`src/rtl/affine_seq.sv`:
```
// Moore control sequencer for the PicoMIPS affine-transform datapath.
// Steps one point through MX/MY for row 0 (X') and row 1 (Y'), then presents the result.
module affine_seq #(
   parameter bit FRAC   = 1'b1,
   parameter int W_CTRL = 6
) (
   input  logic              clk,
   input  logic              nReset,
   input  logic              abort,
   input  logic              in_valid,
   output logic              in_ready,
   output logic              out_valid,
   input  logic              out_ready,
   output logic [W_CTRL-1:0] op,
   output logic [1:0]        coef_sel,
   output logic              off_sel,
   output logic              ld_xy,
   output logic              acc_en,
   output logic              wr_x,
   output logic              wr_y,
   output logic              busy
);

   typedef enum logic [2:0] {
      IDLE,
      LOAD,
      MX,
      MY,
      WB,
      DONE
   } state_t;

   // tOP word layout: {frac_c, wdual, mul_a_sel[1:0], add_b_sel[1:0]}
   localparam logic [W_CTRL-1:0] OP_MX = {FRAC, 1'b0, 2'b00, 2'b10};
   localparam logic [W_CTRL-1:0] OP_MY = {FRAC, 1'b0, 2'b01, 2'b01};
   localparam logic [W_CTRL-1:0] OP_WD = {1'b0, 1'b1, 2'b00, 2'b00};

   state_t state, state_nx;
   logic   r, r_nx;
   // Held low through reset so in_ready stays low while nReset is asserted,
   // without routing nReset combinationally to any output.
   logic   armed;

   always_ff @(posedge clk) begin
      if (!nReset) begin
         state <= IDLE;
         r     <= 1'b0;
         armed <= 1'b0;
      end else begin
         state <= state_nx;
         r     <= r_nx;
         armed <= 1'b1;
      end
   end

   always_comb begin
      state_nx  = state;
      r_nx      = r;
      in_ready  = 1'b0;
      out_valid = 1'b0;
      op        = '0;
      coef_sel  = 2'b00;
      off_sel   = 1'b0;
      ld_xy     = 1'b0;
      acc_en    = 1'b0;
      wr_x      = 1'b0;
      wr_y      = 1'b0;
      busy      = (state != IDLE);

      case (state)
         IDLE: begin
            in_ready = armed;
            if (armed && in_valid) begin
               state_nx = LOAD;
               r_nx     = 1'b0;
            end
         end
         LOAD: begin
            ld_xy    = 1'b1;
            state_nx = MX;
         end
         MX: begin
            op       = OP_MX;
            coef_sel = {r, 1'b0};
            off_sel  = r;
            acc_en   = 1'b1;
            state_nx = MY;
         end
         MY: begin
            op       = OP_MY;
            coef_sel = {r, 1'b1};
            acc_en   = 1'b1;
            state_nx = WB;
         end
         WB: begin
            if (!r) begin
               wr_x     = 1'b1;
               r_nx     = 1'b1;
               state_nx = MX;
            end else begin
               // wdual commits the X' shadow together with Y'
               wr_y     = 1'b1;
               op       = OP_WD;
               state_nx = DONE;
            end
         end
         DONE: begin
            out_valid = 1'b1;
            if (out_ready) begin
               state_nx = IDLE;
               r_nx     = 1'b0;
            end
         end
         default: begin
            state_nx = IDLE;
            r_nx     = 1'b0;
         end
      endcase

      if (abort && (state != IDLE)) begin
         state_nx = IDLE;
         r_nx     = 1'b0;
      end
   end

endmodule

```
`config.mk`:
```
export PLATFORM = sky130hd
export DESIGN_NAME = affine_seq
export DESIGN_NICKNAME = d
export VERILOG_FILES = /design/src/rtl/affine_seq.sv
export SDC_FILE = /design/constraint.sdc
export NUM_CORES = 1
export LEC_CHECK = 0
export ABC_AREA = 1
export CORE_AREA = 2 2 39 41
export CTS_CLUSTER_DIAMETER = 60
export DETAILED_ROUTE_END_ITERATION = 10
export DIE_AREA = 0 0 41 43
export PLACE_DENSITY = 0.56
export SYNTH_ARGS = -nofsm -noshare
export SYNTH_HDL_FRONTEND = slang
export SYNTH_SLANG_ARGS = --single-unit
```
`constraint.sdc`:
```
create_clock -name clk -period 1.32 [get_ports clk]
set_input_delay 0.264 -clock clk [delete_from_list [all_inputs] [get_ports clk]]
set_output_delay 0.264 -clock clk [all_outputs]
set_load 0.02 [all_outputs]
```
==> out/qor.csv <==
metric,value,unit
clkTransAtPathRegs,40,ps
drive_gt1_share,68.6,%
wl_met1,379,um
setup_viol,9,
synthSimpleGateAreaFrac,37.2,%
cts_tree,yes,
crit_fanout,3,
synth-edff-count,0,
cts.sinks,5,
crit_path_start,state[1],
drv_slew,0,
syn_nets,58,
grt_pass1_wl,1310,um
wl_per_cell,9.72,um
dr_wl_met2,588,um
initial_core_util,23.6,%
first_pass_iters,1,
rows,14,
grt_pass1_vias,325,
synth.area.top_cells,"dfxtp_1 31%, nor2_1 11%, nand2_1 10%",
rsz0062_at_grt,yes,
min_from,nReset,
cts_hold_buffers,0,
synth-xor-area-share,0,%
grt_use_total,11.1,%
maxCapViolCount,0,
drcViolationCount,0,
p_per_area,1160,nW/um^2
port_buffers,19,
start_kind,register,
outcome,"finished, violations left",
synth_top_cell_area_share,30.7,%
hp-class,input port to register,
drtAntennaViolNets,0,
async_flop_share,0,%
die_area,1760,um^2
finClkSkew,1.11,ps
max_stage_delay,360,ps
die_w,41,um
finalCritPeriodShare,102,%
synth_fa_ha_area_share,0,%
wl,991,um
synth_cells,53,
dr_wl_met3,23,um
path_cells,"nor2_4, nand2_2, nor2_2, buf_6",
postLayoutSetupSlackWorst,-27.1,ps
yosysSeqAreaShare,30.7,%
cts_root_buf,clkbuf_4,
endpoint_kind,primary output,
synth_top_family_by_area,simple AND/OR/NAND/NOR gates,
via_per_inst,3.99,
final_cell_area,751,um^2
die_h,43,um
dpl_cell_area,582,um^2
antenna_found_initial,0,
yosysWarnings,0,
p_leak,0.381,nW
vdd_drop_max,0.000595,V
crit_arrival,1080,ps
yosysTopAreaCell,dfxtp_1,
p_total,0.000873,W
htreeDepth,1,
globalplace.congestion,0.731,
syn_area_per_cell,6.16,um^2
clk_latency,240,ps
grt_max_degree,8,
vias,407,
clk_path_buf_depth,2,
syn_area,327,um^2
cts_buffers,3,
synth_mux_area_share,0,%
violations,negative setup slack,
period_needed,1350,ps
reg2reg_from,state[1],
critPathRequiredTime,1060,ps
critPathKind,register to primary output,
place_hpwl,630,um
top_layer_used,met3,
ys.flop_type,dfxtp_1,
final_cell_mix,"14 x buf_4, 14 x buf_6, 6 x nand2_1",
core_area,1380,um^2
final_core_util,54.2,%
ys_ff_latch,5,
synth_compound_area_share,8.05,%
drt-initial-drc-count,0,
synth_cell_types,16,
nets,92,
num_io_pins,21,
hold_viol_final,0,
crit_slowest_cell,dfxtp_4,
areaGrowthSynthToFinish,130,%
max_freq,742,MHz
antenna_cells,0,
grt_overflow,0,
==> final timing paths <==
path         slack (ps)  cells past startpoint       end
min reg2reg         530                      2         r
min                 530                      1     armed
max reg2reg          50                      9  state[2]
max                 -30                      4      wr_x
==> report_power, final <==
part	switching, W	internal, W	leakage [nW]
clock	0.0000625	0.000114	0.0150
sequential	0.0000293	0.000173	0.0432
combinational	0.000254	0.000240	0.323
total	0.000346	0.000527	0.381
==> through the flow <==
step / hold slack (ps) / setup WS, ps / std cells / setup TNS [ps]
6_report: 526 / -27.1 / 102 / -146
3_3_place_gp: 493 / -269 / 94 / -3470
5_1_grt: 536 / -93.0 / 102 / -771
2_1_floorplan: 292 / 37.0 / 53 / 0
4_1_cts: 511 / -52.6 / 98 / -163
3_5_place_dp: 493 / -272 / 94 / -3500
==> area by class of cell <==
type,instances,area (um^2)
fill,131,633
timing repair buffer,33,308
multi-input combinational,32,230
sequential,5,111
inverter,12,55.1
clock buffer,4,26.3
tap,16,20.0
==> layer usage <==
layer,up-vias,GRT usage (%)
met2,6,15.3
met5,-,0
met3,0,1.57
met1,184,14.8
met4,0,8.00
li1,217,-
==> kinds of logic (layout without fill, tap and decap cells) <==
family	Yosys count	after routing
compound gates	4	4
buf+inv	16	49
flops	5	5
other cells	1	1
simple gates	27	27
==> critical path, delay by kind of cell, from the launching register on <==
kind	cells	cell delay, ps
buf+inv	1	130
simple gates	3	350
flops	1	360
==> timing repair <==
item                                    in CTS  in global routing
gates resized for setup                     93                 29
pin swaps                                    4                  6
setup buffers                                0                  4
endpoints found under the setup margin      15                 14
==> cells in the mapped netlist (2+ instances only) <==
master,count
nand2_1,9
inv_2,4
nor3_1,2
inv_1,8
dfxtp_1,5
nand2_2,3
nor2_1,10
buf_4,4
==> flip-flops by register name (all words and copies together), names as in the netlist <==
signal  count
state       3
armed       1
r           1
Note: power is estimated with default switching activity, not from simulation.
